## config.mk

```make
export PLATFORM = sky130hd
export DESIGN_NAME = game_sequencer
export DESIGN_NICKNAME = d
export VERILOG_FILES = /design/src/rtl/game_sequencer.sv
export SDC_FILE = /design/constraint.sdc
export NUM_CORES = 1
export LEC_CHECK = 0
export BUFFER_PORTS_ARGS = -buffer_cell sky130_fd_sc_hd__buf_4
export CAP_MARGIN = 5
export CORE_MARGIN = 2
export CORE_UTILIZATION = 58
export DETAILED_ROUTE_END_ITERATION = 10
export PLACE_DENSITY_LB_ADDON = 0.08
export SYNTH_ARGS = -nofsm -noshare
export SYNTH_HDL_FRONTEND = slang
export SYNTH_SLANG_ARGS = --single-unit
export TNS_END_PERCENT = 10
```

## constraint.sdc

```tcl
create_clock -name clk -period 8.1 [get_ports clk]
set_clock_uncertainty 0.1 [all_clocks]
set_input_delay 2.43 -clock clk [delete_from_list [all_inputs] [get_ports clk]]
set_output_delay 2.43 -clock clk [all_outputs]
set_load 0.05 [all_outputs]
```

## src/rtl/game_sequencer.sv

```systemverilog
// -----------------------------------------------------------------------------
// game_sequencer
//   Turn sequencer for a two-player 3x3 board game. It collects one move per
//   turn from a human (button edges, with an inactivity timeout that plays the
//   lowest free cell) or from an AI engine (valid/cell handshake). It strobes
//   the chosen cell into the board datapath, then reads back the win/full
//   status and either hands the turn over or ends the game.
//
// Ports
//   clk         in   1  rising-edge clock
//   reset       in   1  asynchronous, active-low reset
//   btn         in   9  human cell buttons (level), bit0 = cell a .. bit8 = cell i
//   comp_mode   in   1  1 = player 2 is played by the AI engine
//   comp_valid  in   1  AI move valid
//   comp_cell   in   4  AI move cell index (0..8; larger values are illegal)
//   occupied    in   9  per-cell occupancy from the board
//   p1_win      in   1  player 1 has a line
//   p2_win      in   1  player 2 has a line
//   grid_full   in   1  no free cells remain
//   new_game    in   1  synchronous restart, overrides every other transition
//   place       out  9  one-hot cell write strobe, one cycle per move
//   place_p2    out  1  strobe belongs to player 2
//   turn_p2     out  1  player 2 is the side to move
//   ai_start    out  1  one-cycle pulse on entry to WAIT_AI
//   illegal     out  1  one-cycle pulse for a rejected move
//   timeout     out  1  one-cycle pulse when the human turn expires
//   game_over   out  1  high only in OVER
//   move_count  out  4  moves committed this game, saturating at 9
//   state       out  3  current FSM state code
// -----------------------------------------------------------------------------
module game_sequencer #(
   parameter int TIMEOUT_CYCLES = 1000,
   parameter int TCW            = 10
) (
   input  logic       clk,
   input  logic       reset,
   input  logic [8:0] btn,
   input  logic       comp_mode,
   input  logic       comp_valid,
   input  logic [3:0] comp_cell,
   input  logic [8:0] occupied,
   input  logic       p1_win,
   input  logic       p2_win,
   input  logic       grid_full,
   input  logic       new_game,
   output logic [8:0] place,
   output logic       place_p2,
   output logic       turn_p2,
   output logic       ai_start,
   output logic       illegal,
   output logic       timeout,
   output logic       game_over,
   output logic [3:0] move_count,
   output logic [2:0] state
);

   typedef enum logic [2:0] {
      IDLE       = 3'd0,
      WAIT_HUMAN = 3'd1,
      WAIT_AI    = 3'd2,
      COMMIT     = 3'd3,
      CHECK      = 3'd4,
      OVER       = 3'd5
   } state_t;

   localparam logic [3:0] NO_CELL = 4'hF;

   // Index of the lowest set bit, NO_CELL when the vector is empty.
   function automatic logic [3:0] lowest_set(input logic [8:0] v);
      lowest_set = NO_CELL;
      for (int i = 8; i >= 0; i--) begin
         if (v[i]) lowest_set = 4'(i);
      end
   endfunction

   // One-hot decode; an out-of-range index (board already full) decodes to 0.
   function automatic logic [8:0] one_hot(input logic [3:0] c);
      for (int i = 0; i < 9; i++) begin
         one_hot[i] = (c == 4'(i));
      end
   endfunction

   state_t           state_q, state_d;
   logic [8:0]       btn_q;
   logic [3:0]       cell_q, cell_d;
   logic [TCW-1:0]   tmo_cnt, tmo_d;
   logic [3:0]       count_d;
   logic             turn_d;
   logic             ai_start_d;

   logic [8:0]       press;
   logic [3:0]       press_idx;
   logic [3:0]       free_idx;
   logic [15:0]      free16;
   logic             tmo_hit;

   assign press     = btn & ~btn_q;
   assign press_idx = lowest_set(press);
   assign free_idx  = lowest_set(~occupied);
   // Zero-extended free map so an out-of-range AI index simply reads "not free".
   assign free16    = {7'd0, ~occupied};
   assign tmo_hit   = (tmo_cnt == TCW'(TIMEOUT_CYCLES - 1));
   assign state     = state_q;

   always_ff @(posedge clk or negedge reset) begin
      // NOTE: registered state uses non-blocking (<=) so every flop samples pre-edge values.
      if (!reset) begin
         state_q <= IDLE;
      end else begin
         state_q <= state_d;
      end
   end

   always_comb begin
      // NOTE: every signal driven here gets a default first, so no path infers a latch.
      state_d   = state_q;
      cell_d    = cell_q;
      tmo_d     = '0;
      count_d   = move_count;
      turn_d    = turn_p2;
      place     = '0;
      place_p2  = 1'b0;
      illegal   = 1'b0;
      timeout   = 1'b0;
      game_over = 1'b0;

      case (state_q)
         IDLE: begin
            turn_d  = 1'b0;
            count_d = '0;
            state_d = WAIT_HUMAN;
         end
         WAIT_HUMAN: begin
            if (press != '0 && free16[press_idx]) begin
               cell_d  = press_idx;
               state_d = COMMIT;
            end else begin
               illegal = (press != '0);
               if (tmo_hit) begin
                  timeout = 1'b1;
                  cell_d  = free_idx;
                  state_d = COMMIT;
               end else begin
                  tmo_d = tmo_cnt + TCW'(1);
               end
            end
         end
         WAIT_AI: begin
            if (comp_valid) begin
               state_d = COMMIT;
               if (free16[comp_cell]) begin
                  cell_d = comp_cell;
               end else begin
                  illegal = 1'b1;
                  cell_d  = free_idx;
               end
            end
         end
         COMMIT: begin
            place    = one_hot(cell_q);
            place_p2 = turn_p2;
            if (move_count != 4'd9) count_d = move_count + 4'd1;
            state_d  = CHECK;
         end
         CHECK: begin
            if (p1_win || p2_win || grid_full || move_count == 4'd9) begin
               state_d = OVER;
            end else begin
               turn_d  = ~turn_p2;
               state_d = (comp_mode && !turn_p2) ? WAIT_AI : WAIT_HUMAN;
            end
         end
         OVER: begin
            game_over = 1'b1;
         end
         default: state_d = IDLE;
      endcase

      // Restart wins over everything; a move decided this cycle is dropped
      // without its event pulse, and the game counters restart immediately.
      if (new_game) begin
         state_d = IDLE;
         illegal = 1'b0;
         timeout = 1'b0;
         tmo_d   = '0;
         count_d = '0;
         turn_d  = 1'b0;
      end

      ai_start_d = (state_d == WAIT_AI) && (state_q != WAIT_AI);
   end

   always_ff @(posedge clk or negedge reset) begin
      if (!reset) begin
         btn_q      <= '0;
         cell_q     <= '0;
         tmo_cnt    <= '0;
         move_count <= '0;
         turn_p2    <= 1'b0;
         ai_start   <= 1'b0;
      end else begin
         btn_q      <= btn;
         cell_q     <= cell_d;
         tmo_cnt    <= tmo_d;
         move_count <= count_d;
         turn_p2    <= turn_d;
         ai_start   <= ai_start_d;
      end
   end

endmodule

```

==> flow_summary.json <==
{
  "clock_latency_ns": 0.29,
  "relSlewSlack_pct": 62.6,
  "syn-num-nets": 265,
  "status": "finished clean",
  "p_leak_nw": 1.23,
  "die_width_um": 66.1,
  "area_growth_pct": 22.5,
  "slew_viol_final": 0,
  "setup_tns_ns": 0,
  "layout.nets": 317,
  "cp_cell_sequence": "buf_4 -> nor2b_4 -> o21ai_1 -> a211oi_4 -> mux2i_1 -> a2bb2oi_2 -> nand2_2 -> nand4_1 -> a21oi_1 -> buf_4",
  "wl_per_cell_um": 14.8,
  "reg2reg_from": "btn_q[5]",
  "dr.pass1.iters": 4,
  "grt_overflow": 0,
  "vias": 1921,
  "timing.rr.end": "tmo_cnt[7]",
  "crit_end": "illegal",
  "dp.final_hpwl_mm": 3.74,
  "coreArea_um2": 3690,
  "final_core_util_pct": 74.4,
  "synth_edf_count": 0,
  "synth-seq-area-share_pct": 35.8,
  "htreeDepth": 2,
  "syn_area_um2": 2240,
  "cp.depth": 10,
  "grt_pass1_vias": 1891,
  "period_minus_slack_ns": 6.93,
  "r2r_setup_slack_ns": 5.30,
  "path_max_fanout": 6,
  "cts_made_buffers": 5,
  "rsz0062_at_grt": "false",
  "yosysWarnings": 0,
  "drtIter0Drc": 107,
  "crit_slowest_cell": "mux2i_1",
  "cts_setup_buffers": 0,
  "cts_tree": "yes",
  "postRouteAntennaNets": 0,
  "crit_path_start_kind": "input port",
  "layout_commonest_cell": "buf_4",
  "cpLargestDelayFamily": "compound AO/OA/AOI/OAI gates",
  "initial_core_util_pct": 60.7,
  "grt_pass1_wl_mm": 8.39,
  "yosysTopAreaCell": "dfrtp_1",
  "synthTopCellsByArea": "dfrtp_1, nor2_1, nor2_2",
  "critPathArrivalTime_ns": 4.40,
  "cts-root-buf": "clkbuf_8",
  "drc": 0,
  "finalHoldViolCount": 0,
  "row_count": 22,
  "cts.sinks": 32,
  "ys_types": 62,
  "post-route-period-util_pct": 85.6,
  "final-setup-viol-count": 0,
  "critPathRequiredTime_ns": 5.57,
  "synth-seq-cells": 32,
  "pin_count": 52,
  "viasPerCell": 5.77,
  "criticalPathCategory": "input port to output port",
  "most-common-layout-cells": "buf_4, dfrtp_1, nor2_1",
  "slowest_delay_ns": 0.40,
  "reg2regPathDepth": 8,
  "antenna_found_initial": 0,
  "antennaDiodeCount": 0,
  "grt.total_usage_pct": 24.8,
  "path_clk_slew_ns": 0.06,
  "synth_top_area_share_pct": 35.8,
  "synth_ff_type": "dfrtp_1",
  "dieHeight_um": 66.1,
  "dieArea_um2": 4370,
  "holdBufCountCts": 0,
  "power_density_nw_per_um2": 163,
  "total_power_uw": 448,
  "routed_wl_mm": 4.92,
  "drv_cap": 0,
  "fmax_mhz": 144,
  "endpoint_kind": "output port",
  "crit_buf_inv": 2,
  "startpoint": "btn[7]",
  "syn_avg_cell_area_um2": 9.65,
  "gp_congestion": 0.826,
  "io_buffers": 51,
  "grt_max_degree": 33,
  "cp_common_cell": "buf_4",
  "vdd_drop_max_mv": 0.116,
  "drive_gt1_share_pct": 33.3,
  "min_path_type": "flip-flop to flip-flop",
  "synthArstFlopShare_pct": 100,
  "cts_resized": 0,
  "clock_path_buffers": 2,
  "worst_slew_pin_slew_ns": 0.562,
  "syn_inst": 232
}
power breakdown:
| group | switching, mW | total [mW] | leakage, nW | internal, mW |
|---|---|---|---|---|
| clock network | 0.0613 | 0.130 | 0.0445 | 0.0690 |
| logic | 0.0736 | 0.131 | 0.769 | 0.0570 |
| registers | 0.0157 | 0.187 | 0.418 | 0.172 |
| total | 0.151 | 0.448 | 1.23 | 0.298 |
flip-flops by register name (all words and copies together) (netlist names):
signal      count
state           3
cell_q          4
turn_p2         1
move_count      4
tmo_cnt        10
btn_q           9
ai_start        1
cell families (layout without fill, tap and decap cells):
family | count (synthesis) | count (layout) | synth area share (%)
simple gates | 115 | 115 | 31.7
mux | 10 | 10 | 6.04
buf+inv | 13 | 66 | 2.63
flops | 32 | 32 | 35.8
fa+ha+maj | 3 | 3 | 1.68
xor+xnor | 11 | 11 | 4.30
compound gates | 48 | 48 | 17.9
worst reg2reg max path, delay by kind of cell, from the launching register on:
| kind | cells | cell delay [ns] |
|---|---|---|
| AOI/OAI and AO/OA | 4 | 0.96 |
| DFF | 1 | 0.37 |
| and+or+nand+nor | 4 | 1.31 |
per-layer routing:
layer / GRT usage, % / wire [um] / vias up
met5: 0 / 0 / -
met4: 7.40 / 60 / 0
met3: 5.28 / 206 / 6
met2: 42.4 / 2420 / 44
met1: 31.5 / 2240 / 922
li1: - / - / 949
layout make-up:
class	count	area [um2]
tap	48	60.1
clock buffer	7	86.3
timing repair buffer	51	383
sequential	32	801
inverter	7	26.3
multi-input combinational	187	1380
clock inverter	1	7.51
fill	300	946
worst min-delay path by stage:
stage                            end  depth (start not counted)  startpoint
final                     tmo_cnt[0]                          1  tmo_cnt[0]
after CTS                 tmo_cnt[0]                          1  tmo_cnt[0]
after detailed placement  tmo_cnt[0]                          1  tmo_cnt[0]
after global routing      tmo_cnt[0]                          1  tmo_cnt[0]
after global placement    tmo_cnt[0]                          1  tmo_cnt[0]
after floorplan           tmo_cnt[0]                          1  tmo_cnt[0]
synth_stat cells, drive strengths merged, types with 2 or more instances:
| cell type | instances |
|---|---|
| a21o | 4 |
| and3 | 4 |
| clkbuf | 2 |
| buf | 4 |
| o21ai | 12 |
| nand4b | 2 |
| nor3b | 3 |
| dfrtp | 32 |
| mux2 | 2 |
| and2 | 3 |
| nor4 | 2 |
| nand2 | 13 |
| or2 | 3 |
| nor2b | 10 |
| mux2i | 6 |
| xor2 | 6 |
| a22o | 2 |
| nor2 | 30 |
| a31oi | 2 |
| or4 | 2 |
| nand4 | 6 |
| a21oi | 9 |
| mux4 | 2 |
| ha | 3 |
| xnor2 | 5 |
| nand2b | 11 |
| a211oi | 5 |
| or3b | 2 |
| nor3 | 10 |
| nand3 | 9 |
| inv | 7 |
metrics by stage:
step	hold slack (ns)	area [um2]	instances	setup slack, ns
final	0.387	2740	333	1.17
after global routing	0.412	2740	333	0.952
after CTS	0.393	2740	333	1.17
after detailed placement	0.382	2650	325	1.19
after global placement	0.377	2650	325	1.26
after floorplan	0.353	2240	232	1.13
No activity file was read; power rests on OpenSTA's default activity.
